[src/rtl/led_sched_pkg.sv]
// Shared types and widths for the LED pattern scheduler.
package led_sched_pkg;

    localparam int PATTERN_W = 32;
    localparam int PWM_W     = 8;
    localparam int POS_W     = $clog2(PATTERN_W);

    typedef enum logic [1:0] {
        COUNT  = 2'd0,
        CHASE  = 2'd1,
        BOUNCE = 2'd2,
        FADE   = 2'd3
    } mode_e;

    typedef enum logic {
        DIR_UP   = 1'b0,
        DIR_DOWN = 1'b1
    } dir_e;

    function automatic logic [3:0] mode_onehot(input mode_e m);
        return 4'b0001 << m;
    endfunction

endpackage

[src/rtl/led_pattern_sched_tick_gen.sv]
// Prescaler: one-cycle tick every TICK_DIV enabled clocks; clr restarts the count.
module tick_gen #(
    parameter int TICK_DIV = 2_500_000
) (
    input  logic clk,
    input  logic rst,
    input  logic en,
    input  logic clr,
    output logic tick
);

    localparam int CNT_W = (TICK_DIV > 1) ? $clog2(TICK_DIV) : 1;
    localparam logic [CNT_W-1:0] LAST = CNT_W'(TICK_DIV - 1);

    logic [CNT_W-1:0] tick_cnt;

    // NOTE: sequential state uses non-blocking assignments so every register
    // samples pre-edge values, independent of process ordering.
    always_ff @(posedge clk) begin
        if (rst) begin
            tick_cnt <= '0;
        end else if (clr) begin
            tick_cnt <= '0;
        end else if (en) begin
            tick_cnt <= (tick_cnt == LAST) ? '0 : tick_cnt + 1'b1;
        end
    end

    assign tick = en && (tick_cnt == LAST);

endmodule

[src/rtl/led_pattern_sched.sv]
// Sequences PMOD and on-board LEDs through count, chase, bounce and PWM-fade
// modes, each held for DWELL ticks; all outputs are registered.
module led_pattern_sched
    import led_sched_pkg::*;
#(
    parameter int TICK_DIV = 2_500_000,
    parameter int DWELL    = 64
) (
    input  logic            clk,
    input  logic            rst,
    input  logic            hold,
    input  logic            advance,
    output logic [3:0][7:0] pmod,
    output logic [7:0]      led,
    output logic [1:0]      mode
);

    localparam int DWELL_W = $clog2(DWELL);
    localparam logic [DWELL_W-1:0] DWELL_LAST = DWELL_W'(DWELL - 1);
    localparam logic [POS_W-1:0]   POS_MAX    = POS_W'(PATTERN_W - 1);
    localparam logic [PWM_W-1:0]   DUTY_MAX   = '1;

    logic tick;

    mode_e              mode_q,  mode_d;
    dir_e               dir_q,   dir_d;
    logic [DWELL_W-1:0] dwell_q, dwell_d;
    logic [31:0]        step_q,  step_d;
    logic [POS_W-1:0]   pos_q,   pos_d;
    logic [PWM_W-1:0]   duty_q,  duty_d;
    logic               hb_q,    hb_d;
    logic [PWM_W-1:0]   pwm_cnt;
    logic [PATTERN_W-1:0] pattern;
    logic               do_adv;

    tick_gen #(.TICK_DIV(TICK_DIV)) u_tick_gen (
        .clk  (clk),
        .rst  (rst),
        .en   (!hold),
        .clr  (advance),
        .tick (tick)
    );

    always_ff @(posedge clk) begin
        if (rst) begin
            mode_q  <= COUNT;
            dir_q   <= DIR_UP;
            dwell_q <= '0;
            step_q  <= '0;
            pos_q   <= '0;
            duty_q  <= '0;
            hb_q    <= 1'b0;
        end else begin
            mode_q  <= mode_d;
            dir_q   <= dir_d;
            dwell_q <= dwell_d;
            step_q  <= step_d;
            pos_q   <= pos_d;
            duty_q  <= duty_d;
            hb_q    <= hb_d;
        end
    end

    // NOTE: every always_comb output is defaulted first, so no path can leave
    // a signal unassigned and infer a latch.
    always_comb begin
        mode_d  = mode_q;
        dir_d   = dir_q;
        dwell_d = dwell_q;
        step_d  = step_q;
        pos_d   = pos_q;
        duty_d  = duty_q;
        hb_d    = tick ? ~hb_q : hb_q;
        do_adv  = advance || (tick && (dwell_q == DWELL_LAST));

        if (do_adv) begin
            mode_d  = mode_e'(mode_q + 2'd1);
            dir_d   = DIR_UP;
            dwell_d = '0;
            step_d  = '0;
            pos_d   = '0;
            duty_d  = '0;
        end else if (tick) begin
            dwell_d = dwell_q + 1'b1;
            unique case (mode_q)
                COUNT: step_d = step_q + 32'd1;
                CHASE: pos_d  = pos_q + 1'b1;
                BOUNCE: begin
                    // Direction flips as an endpoint is reached, so each endpoint shows once.
                    if (dir_q == DIR_UP) begin
                        pos_d = pos_q + 1'b1;
                        if (pos_d == POS_MAX) dir_d = DIR_DOWN;
                    end else begin
                        pos_d = pos_q - 1'b1;
                        if (pos_d == '0) dir_d = DIR_UP;
                    end
                end
                FADE: begin
                    if (dir_q == DIR_UP) begin
                        duty_d = duty_q + 1'b1;
                        if (duty_d == DUTY_MAX) dir_d = DIR_DOWN;
                    end else begin
                        duty_d = duty_q - 1'b1;
                        if (duty_d == '0) dir_d = DIR_UP;
                    end
                end
                default: ;
            endcase
        end
    end

    always_comb begin
        pattern = '0;
        unique case (mode_q)
            COUNT:        pattern = step_q;
            CHASE,
            BOUNCE:       pattern = PATTERN_W'(1) << pos_q;
            FADE:         pattern = {PATTERN_W{pwm_cnt < duty_q}};
            default:      pattern = '0;
        endcase
    end

    // PWM counter free-runs; only reset touches it.
    always_ff @(posedge clk) begin
        if (rst) pwm_cnt <= '0;
        else     pwm_cnt <= pwm_cnt + 1'b1;
    end

    always_ff @(posedge clk) begin
        if (rst) begin
            pmod <= '0;
            led  <= 8'h01;
            mode <= COUNT;
        end else begin
            pmod <= pattern;
            led  <= {hb_q, 3'b000, mode_onehot(mode_q)};
            mode <= mode_q;
        end
    end

endmodule

[config.mk]
export PLATFORM = sky130hd
export DESIGN_NAME = led_pattern_sched
export DESIGN_NICKNAME = d
export VERILOG_FILES = /design/src/rtl/led_sched_pkg.sv /design/src/rtl/led_pattern_sched_tick_gen.sv /design/src/rtl/led_pattern_sched.sv
export SDC_FILE = /design/constraint.sdc
export NUM_CORES = 1
export LEC_CHECK = 0
export ABC_AREA = 0
export BUFFER_PORTS_ARGS = -buffer_cell sky130_fd_sc_hd__buf_2
export CAP_MARGIN = 20
export CELL_PAD_IN_SITES_DETAIL_PLACEMENT = 1
export CELL_PAD_IN_SITES_GLOBAL_PLACEMENT = 1
export CORE_ASPECT_RATIO = 1.25
export CORE_UTILIZATION = 40
export DETAILED_ROUTE_END_ITERATION = 6
export PLACE_DENSITY_LB_ADDON = 0.1
export SLEW_MARGIN = 20
export SYNTH_ARGS = -nofsm -noshare
export SYNTH_HDL_FRONTEND = slang
export SYNTH_HIERARCHICAL = 1
export SYNTH_SLANG_ARGS = --single-unit
[constraint.sdc]
create_clock -name clk -period 3.35 [get_ports clk]
set_input_delay 0.335 -clock clk [delete_from_list [all_inputs] [get_ports clk]]
set_output_delay 0.335 -clock clk [all_outputs]
set_load 0.1 [all_outputs]
### Word level (Yosys, flattened, before mapping)

Index checks and enable logic that the tools add are counted.

* eq/ne operators: 7
* reductions and logical operators: 16
* $lt $le $gt $ge: 1
* mux-type cells: 12
* bitwise gates (word level): 1
* shift-type cells: 2
* add/sub/neg operators: 9

Operators with widths (count)
* $pmux 32 s3: 1
* $add 32x1->32 const B: 1
* $shl 1x5->32 const A: 1
* $add 22x1->22 const B: 1
* $eq 22x22->1 const B: 1
* $mux 22: 1
* $add 8x1->8 const B: 2
* $pmux 5 s2: 1
* $eq 8x8->1 const B: 1
* $logic_not 8->1: 1
* $lt 8x8->1: 1
* $mux 8: 1
* $reduce_and 2->1: 4
* $sub 8x1->8 const B: 1
* $add 6x1->6 const B: 1
* $eq 6x6->1 const B: 1
* $mux 1: 6
* $reduce_or 2->1: 3
* $add 5x1->5 const B: 1
* $eq 5x5->1 const B: 1
* $logic_not 5->1: 1
* $mux 5: 1
* $sub 5x1->5 const B: 1
* $eq 2x2->1 const B: 2
* other kinds (10): 12

* bits in registers: 127
* output and inout bits: 42
* logic and storage cells: 64
* input port bits: 4

### Depth between registers and ports, before layout

Gate-level depths: netlist (run 1).

* depth after elaboration: 5
* mapped depth: 12
* mapped depth without buffers: 10

### By module

The synthesis (run 1) kept the hierarchy.

By module, submodules not included
* led_pattern_sched: area each 4927.2 sq um, cells an instance 565, sequential area each 2042.0 sq um, instances 1
* tick_gen: area each 1193.6 sq um, cells an instance 135, sequential area each 440.4 sq um, instances 1

### Worst setup path before layout (run 1)

No wires, ideal clock.

* path kind: register -> register
* start: register u_tick_gen.tick_cnt[0]
* end: register step_q[19]
* path slack: 265 ps
* clock period less this slack: 3085 ps
* setup time: 128 ps
* path buffers: 0
* arrival: 2957 ps
* stages on the path, launching flop included: 11
* data required time: 3222 ps
* path through: dfxtp_1 ha_1 nand4_2 or2_4 nor4_1 nand2_2 nor4_4 or3b_4 nor3_2 xnor2_1 nor2_1

* word-level cells in the longest chain between the ends: 5
* elaborated cells on any way between the ends: 6
* classes of those cells: eq/ne: 1; reduce/logical: 5

RTL lines
* start, declared: RTL line led_pattern_sched_tick_gen.sv:15 `logic [CNT_W-1:0] tick_cnt;`
* start signal, assigned: RTL line led_pattern_sched_tick_gen.sv:25 `tick_cnt <= (tick_cnt == LAST) ? '0 : tick_cnt + 1'b1;`
* $eq 22x22->1 *: RTL line led_pattern_sched_tick_gen.sv:29 `assign tick = en && (tick_cnt == LAST);`
* $logic_and 1x1->1 *: RTL line led_pattern_sched_tick_gen.sv:29
* via tick: RTL line led_pattern_sched.sv:23 `logic tick;`
* $logic_and 1x1->1: RTL line led_pattern_sched.sv:74 `do_adv = advance || (tick && (dwell_q == DWELL_LAST));`
* $logic_or 1x1->1: RTL line led_pattern_sched.sv:74
* $reduce_or 2->1 (no source line)
* end signal, assigned: RTL line led_pattern_sched.sv:57 `step_q <= step_d;`
* end, declared: RTL line led_pattern_sched.sv:28 `logic [31:0] step_q, step_d;`

The timed path passes the listed nets; every way through them passes the cells marked *.
A chain may end at the register's enable or synchronous reset.

### Final worst setup path (run 1)

* start: register u_tick_gen.tick_cnt[0]
* end: register step_q[24]

The elaborated chain is that of the path after synthesis.

==> results.yml, run 1 <==
yosys:
  synth_seq_cells: 124
  netlist_area_um2: 6120
  synth.lib_cells_used.distinct: 68
  synth-edff-count: 0
  postSynthCellCount: 700
  synth_sequential_area_ratio: 0.406
  syn_avg_cell_area_um2: 8.74
  async_reset_ff_frac: 0
  ys_flop_type: "sky130_fd_sc_hd__dfxtp_1"
  yosysWarnings: 6
floorplan:
  die-width_um: 113
  core_area_um2: 15000
  ios: 46
  die_height_um: 140
  floorplan.rows: 50
  starting_utilization_of_the_core_area: 0.409
  die-area_um2: 15800
clock_network:
  cts.htree.levels: 4
  worst_skew_pair.late_latency_ps: 420
  clock-root-buffer: "sky130_fd_sc_hd__clkbuf_16"
  clk_pin_slew_worst_paths_ps: 60
  post_cts_hold_buffer_count: 0
  max-clock-path-buffers: 2
  numClockSinks: 124
  cts_inserted_buffers: 17
  cts_tree: "built"
layout:
  final.fill_count: 1749
  leading_cell_type_in_the_layout_fill_and_taps_excluded: "sky130_fd_sc_hd__dfxtp_1"
  final_core_utilization: 0.474
  count_of_nets_after_finishing: 765
  total_area_of_multi_input_combinational_cells_um2: 3270
  diodes: 0
  drive_above_1_share: 0.175
  instances_no_fill: 930
  register_area_um2: 2480
  area_growth_syn_to_layout_pct: 15.8
  post-route-cell-area_um2: 7090
  final_cell_mix: "sky130_fd_sc_hd__dfxtp_1, sky130_fd_sc_hd__nor2_1, sky130_fd_sc_hd__xnor2_1"
place:
  placement.cell_area_um2: 6500
  dp.cells: 897
  port_buffers: 42
  dp_wirelength_um: 11700
  placer_congestion: 0.840
  place_ws_ps: 196
route:
  drt_first_pass_iters: 6
  via_count: 5129
  ant_nets: 0
  vias_per_cell: 5.52
  avgRoutedWirePerCell_um: 17.4
  first_iter_violations: 196
  drc: 0
  wirelength_routed_um: 16200
job:
  drv.max_cap_violation_count: 0
grt:
  grt_start_max_net_pins: 44
  grt_antenna_before_repair: 0
  via_count_of_the_first_global_routing_pass: 5469
  grt_first_pass_wirelength_um: 27700
  grt_util_all_layers: 0.221
  remaining_global_route_overflow: 0
setup_path:
  critical_path.startpoint_type: "register"
  crit_path_cell_trace: "ha_1, nand4_2, or2_4, nor4_4, nand4_1, nor4_2, buf_4, nand4_1, xnor2_1, nor2_1"
  endpoint_class_of_the_critical_path: "register"
  critical_path_buf_inv_count: 1
  cp.required_ps: 3660
  cpMaxStageDelayCell: "sky130_fd_sc_hd__dfxtp_1"
  crit_family: "simple AND/OR/NAND/NOR gates"
  top_fanout_value_on_the_critical_path: 6
  critical-path-top-cell-by-count: "sky130_fd_sc_hd__nand4_1"
  critPathArrivalTime_ps: 3260
  path_class: "reg2reg"
  cp_slowest_stage_delay_ps: 410
sta:
  setup_slack_ps: 398
  period_minus_slack_ps: 2950
  timing_hold_violations_final: 0
  relSlewSlack: 0.505
  fin_crit_sh: 0.881
  fmax_ghz: 0.339
  setup_tns_ps: 0
  final-setup-viol-count: 0
  hold_slack_ps: 201
  grt_setup_unrepaired: "no"
  fin_skew_ps: 8.03
  worst_tran_pin_value_ps: 740
  drv_slew: 0
outcome:
  run_status: "complete, no violations"
power_and_ir_drop:
  leakagePower_nw: 2.54
  max-vdd-ir-drop_v: 0.000366
  power_per_cell_area_nw_per_um2: 540
  power_mw: 3.82
min_path:
  timing.hold.worst.class: "in2reg"
-- timing repair --
action                     in CTS  in global routing
gates resized for setup         0                  1
setup buffers                   0                  1
setup endpoints to repair       0                 39
-- cell usage after synthesis, types with 2 or more instances --
cell type                    n  area (um2)
sky130_fd_sc_hd__a211oi_1    4        30.0
sky130_fd_sc_hd__a21o_1      3        22.5
sky130_fd_sc_hd__a21oi_1    39         195
sky130_fd_sc_hd__a21oi_2     4        35.0
sky130_fd_sc_hd__a221oi_1   33         289
sky130_fd_sc_hd__a31o_2      3        26.3
sky130_fd_sc_hd__a31oi_1     8        50.1
sky130_fd_sc_hd__a41oi_1     4        35.0
sky130_fd_sc_hd__and2_0      2        12.5
sky130_fd_sc_hd__and3_1      8        50.1
sky130_fd_sc_hd__and4_1      5        43.8
sky130_fd_sc_hd__buf_1       6        22.5
sky130_fd_sc_hd__buf_2       2        10.0
sky130_fd_sc_hd__buf_4       5        37.5
sky130_fd_sc_hd__buf_6       3        33.8
sky130_fd_sc_hd__clkbuf_1   27         101
sky130_fd_sc_hd__dfxtp_1   124        2480
sky130_fd_sc_hd__ha_1       26         325
sky130_fd_sc_hd__inv_1      49         184
sky130_fd_sc_hd__inv_2       2        7.51
sky130_fd_sc_hd__mux2i_1     3        30.0
sky130_fd_sc_hd__nand2_1    30         113
sky130_fd_sc_hd__nand2b_1    2        12.5
sky130_fd_sc_hd__nand3_1    34         170
sky130_fd_sc_hd__nand3_2     2        20.0
sky130_fd_sc_hd__nand3b_1    2        15.0
sky130_fd_sc_hd__nand4_1    23         144
sky130_fd_sc_hd__nor2_1     79         297
sky130_fd_sc_hd__nor2_2     16         100
sky130_fd_sc_hd__nor2b_1     6        37.5
sky130_fd_sc_hd__nor3_1     16        80.1
sky130_fd_sc_hd__nor3_2      3        30.0
sky130_fd_sc_hd__nor4_1      8        50.1
sky130_fd_sc_hd__o21ai_0     9        45.0
sky130_fd_sc_hd__or2_2       2        12.5
sky130_fd_sc_hd__or3_1       6        37.5
sky130_fd_sc_hd__xnor2_1    59         517
sky130_fd_sc_hd__xor2_1     13         114
-- power breakdown --
part | leakage [nW] | total (mW) | internal, mW | switching [mW]
combinational | 1.27 | 0.546 | 0.0996 | 0.447
sequential | 1.00 | 1.54 | 1.52 | 0.0151
clock | 0.264 | 1.74 | 1.07 | 0.669
total | 2.54 | 3.82 | 2.69 | 1.13
-- kinds of logic after synthesis --
group / after synthesis / synth area share
xor gates and xnor gates: 72 / 0.103
muxes: 3 / 0.00491
buffers and inverters: 94 / 0.0648
AOI/OAI and AO/OA: 125 / 0.147
and+or+nand+nor: 255 / 0.221
other: 1 / 0.000613
adders and majority gates: 26 / 0.0531
DFF: 124 / 0.406
-- worst register-to-register path, stage by stage (launching register included) --
cell,delay [ps]
sky130_fd_sc_hd__dfxtp_1,410
sky130_fd_sc_hd__ha_1,260
sky130_fd_sc_hd__nand4_2,220
sky130_fd_sc_hd__or2_4,340
sky130_fd_sc_hd__nor4_4,380
sky130_fd_sc_hd__nand4_1,290
sky130_fd_sc_hd__nor4_2,380
sky130_fd_sc_hd__buf_4,200
sky130_fd_sc_hd__nand4_1,130
sky130_fd_sc_hd__xnor2_1,170
sky130_fd_sc_hd__nor2_1,60
-- metal layers --
metal,up-vias,GRT usage,routed length [um],part of all wire
met5,-,0,0,0
met4,0,0.0695,214,0.013
met3,19,0.0359,428,0.026
met2,72,0.393,8350,0.52
met1,2528,0.269,7190,0.44
li1,2510,-,-,-
-- path summary, 6_finish.rpt --
kind | slack (ps) | cells past startpoint | start | end
setup / recovery | 400 | 10 | u_tick_gen/tick_cnt[0]$_SDFFE_PP0P_ | step_q[24]$_SDFFE_PP0P_
hold / removal | 200 | 2 | rst | mode[0]$_SDFF_PP0_
setup reg to reg | 400 | 10 | u_tick_gen/tick_cnt[0]$_SDFFE_PP0P_ | step_q[24]$_SDFFE_PP0P_
hold reg to reg | 450 | 1 | pwm_cnt[0]$_SDFF_PP0_ | pwm_cnt[0]$_SDFF_PP0_
-- registers in the layout, indices dropped and copies added, names as in the netlist --
signal and cells:
mode 2, pwm_cnt 8, mode_q 2, u_tick_gen/tick_cnt 22
step_q 32, led 5, pmod 32, dwell_q 6
hb_q 1, duty_q 8, pos_q 5, dir_q 1
-- layout make-up --
| cell class | count | share of cell area |
|---|---|---|
| Clock inverter | 10 | 0.0129 |
| Sequential cell | 124 | 0.350 |
| Inverter | 51 | 0.0270 |
| Clock buffer | 22 | 0.0669 |
| Tap cell | 182 | 0.0321 |
| Multi-Input combinational cell | 484 | 0.462 |
| Timing Repair Buffer | 57 | 0.0491 |
No activity file was read; power rests on OpenSTA's default activity.
==> inputs of run 2 (changes only) <==
- CORE_UTILIZATION: 40 -> 39
- SETUP_SLACK_MARGIN: default -> 0.5
==> results.yml, run 2 (synthesis gave the netlist of run 1 again) <==
floorplan:
  ios: 46
  floorplan.rows: 50
  core_area_um2: 15100
  die-width_um: 114
  die-area_um2: 16200
  starting_utilization_of_the_core_area: 0.404
  die_height_um: 142
layout:
  reg_top3: "pmod: 32 flops, step_q: 32 flops, u_tick_gen/tick_cnt: 22 flops"
  diodes: 0
  register_area_um2: 2480
  leading_cell_type_in_the_layout_fill_and_taps_excluded: "sky130_fd_sc_hd__dfxtp_1"
  count_of_nets_after_finishing: 766
  drive_above_1_share: 0.183
  final.fill_count: 1817
  area_growth_syn_to_layout_pct: 16.9
  instances_no_fill: 957
  final_cell_mix: "sky130_fd_sc_hd__dfxtp_1, sky130_fd_sc_hd__nor2_1, sky130_fd_sc_hd__xnor2_1"
  total_area_of_multi_input_combinational_cells_um2: 3300
route:
  wirelength_routed_um: 16300
  via_count: 5145
  detailroute.wirelength.met2_um: 8340
  ant_nets: 0
  vias_per_cell: 5.38
  avgRoutedWirePerCell_um: 17.0
  route.met3.wl_um: 473
  route.top_layer_used: "met4"
  met1Wirelength_um: 7230
  drc: 0
  first_iter_violations: 220
  drt_first_pass_iters: 4
power_and_ir_drop:
  leakagePower_nw: 2.54
  power_per_cell_area_nw_per_um2: 542
  power_mw: 3.88
  max-vdd-ir-drop_v: 0.000384
min_path:
  hold_path.startpoint: "advance"
  worst_hold_path.endpoint: "mode_q[0]$_SDFFE_PP0P_"
  timing.hold.worst.class: "in2reg"
  whs_path_depth: 4
place:
  dp.cells: 920
  dp_wirelength_um: 11500
  placer_congestion: 0.858
  port_buffers: 42
sta:
  period_minus_slack_ps: 2640
  relSlewSlack: 0.550
  drv_slew: 0
  worst_tran_pin_value_ps: 674
  hold_slack_ps: 369
  fmax_ghz: 0.378
  fin_skew_ps: 19.1
  grt_setup_unrepaired: "no"
  setup_tns_ps: 0
  final-setup-viol-count: 0
  timing_hold_violations_final: 0
  fin_crit_sh: 0.789
clock_network:
  clock-root-buffer: "sky130_fd_sc_hd__clkbuf_16"
  cts.htree.levels: 4
  clk_pin_slew_worst_paths_ps: 60
  numClockSinks: 124
  worst_skew_pair.late_latency_ps: 420
  cts_inserted_buffers: 17
  cts_tree: "built"
  post_cts_hold_buffer_count: 0
  max-clock-path-buffers: 2
setup_path:
  path_class: "reg2reg"
  critical_path.startpoint_type: "register"
  top_fanout_value_on_the_critical_path: 6
  critPathArrivalTime_ps: 2950
  endpoint_class_of_the_critical_path: "register"
  r2r_setup_slack_ps: 710
  worst-r2r-cell-count: 10
  timing.rr.end: "step_q[19]$_SDFFE_PP0P_"
  cp.required_ps: 3660
  critical_r2r_launch: "u_tick_gen/tick_cnt[0]$_SDFFE_PP0P_"
outcome:
  run_status: "complete, no violations"
grt:
  grt_start_max_net_pins: 33
  via_count_of_the_first_global_routing_pass: 5618
  grt_antenna_before_repair: 0
  grt_util_all_layers: 0.218
  remaining_global_route_overflow: 0
  grt_first_pass_wirelength_um: 27800
job:
  drv.max_cap_violation_count: 0
[run 2: changes by cell type in the layout (fill, tap and decap cells not counted), moves of 2 or more]
cell / before / now
sky130_fd_sc_hd__dfxtp_1: 124 / 122
sky130_fd_sc_hd__buf_6: 0 / 2
sky130_fd_sc_hd__buf_12: 2 / 0
sky130_fd_sc_hd__dfxtp_2: 0 / 2
[run 2: worst max path at each step]
stage                                    startpoint                       to  slack [ps]  depth (start not counted)
4_1_cts         u_tick_gen/tick_cnt[0]$_SDFFE_PP0P_  step_q[19]$_SDFFE_PP0P_         530                         10
2_1_floorplan   u_tick_gen/tick_cnt[0]$_SDFFE_PP0P_  step_q[19]$_SDFFE_PP0P_         570                         10
5_1_grt        u_tick_gen/tick_cnt[11]$_SDFFE_PP0P_  step_q[19]$_SDFFE_PP0P_         540                          9
6_report        u_tick_gen/tick_cnt[0]$_SDFFE_PP0P_  step_q[19]$_SDFFE_PP0P_         710                         10
3_3_place_gp    u_tick_gen/tick_cnt[0]$_SDFFE_PP0P_  step_q[24]$_SDFFE_PP0P_         400                         10
3_5_place_dp    u_tick_gen/tick_cnt[0]$_SDFFE_PP0P_  step_q[31]$_SDFFE_PP0P_         310                         10
[run 2: layout make-up]
class | instances | area share
clock buffer | 21 | 0.0644
clock inverter | 11 | 0.0166
inverter | 51 | 0.0268
multi-input combinational | 484 | 0.461
sequential | 124 | 0.347
tap | 208 | 0.0364
timing repair buffer | 58 | 0.0472
[run 2: critical path, cell delays in order (launching register included)]
cell and delay [ps]:
sky130_fd_sc_hd__dfxtp_2 390, sky130_fd_sc_hd__ha_4 190, sky130_fd_sc_hd__nand4_4 150, sky130_fd_sc_hd__or2_4 320, sky130_fd_sc_hd__nor4_4 340, sky130_fd_sc_hd__nand2_2 150, sky130_fd_sc_hd__nor4_4 210, sky130_fd_sc_hd__or3b_4 450
sky130_fd_sc_hd__nor3_2 140, sky130_fd_sc_hd__xnor2_1 150, sky130_fd_sc_hd__nor2_1 60
[run 2: layer usage]
layer	global-route usage	vias up
met4	0.0779	0
li1	-	2521
met1	0.260	2533
met5	0	-
met3	0.0477	14
met2	0.381	77
[run 2: through the flow]
step | setup slack, ps | area, um2 | utilization
CTS | 527 | 7100 | 0.469
finish | 708 | 7150 | 0.473
floorplan | 567 | 6140 | -
global placement | 403 | 6500 | 0.429
global route | 535 | 7150 | 0.473
detailed placement | 306 | 6500 | 0.429
[run 2: power by group]
part	switching (mW)	internal (mW)	total, mW
sequential	0.0155	1.52	1.54
combinational	0.446	0.0952	0.541
clock	0.672	1.13	1.80
[run 2: repair_timing]
item	CTS	global route
endpoints found under the setup margin	52	52
pin swaps	3	1
gates resized for setup	0	9
hold endpoints to repair	0	0
buffers inserted	3	2
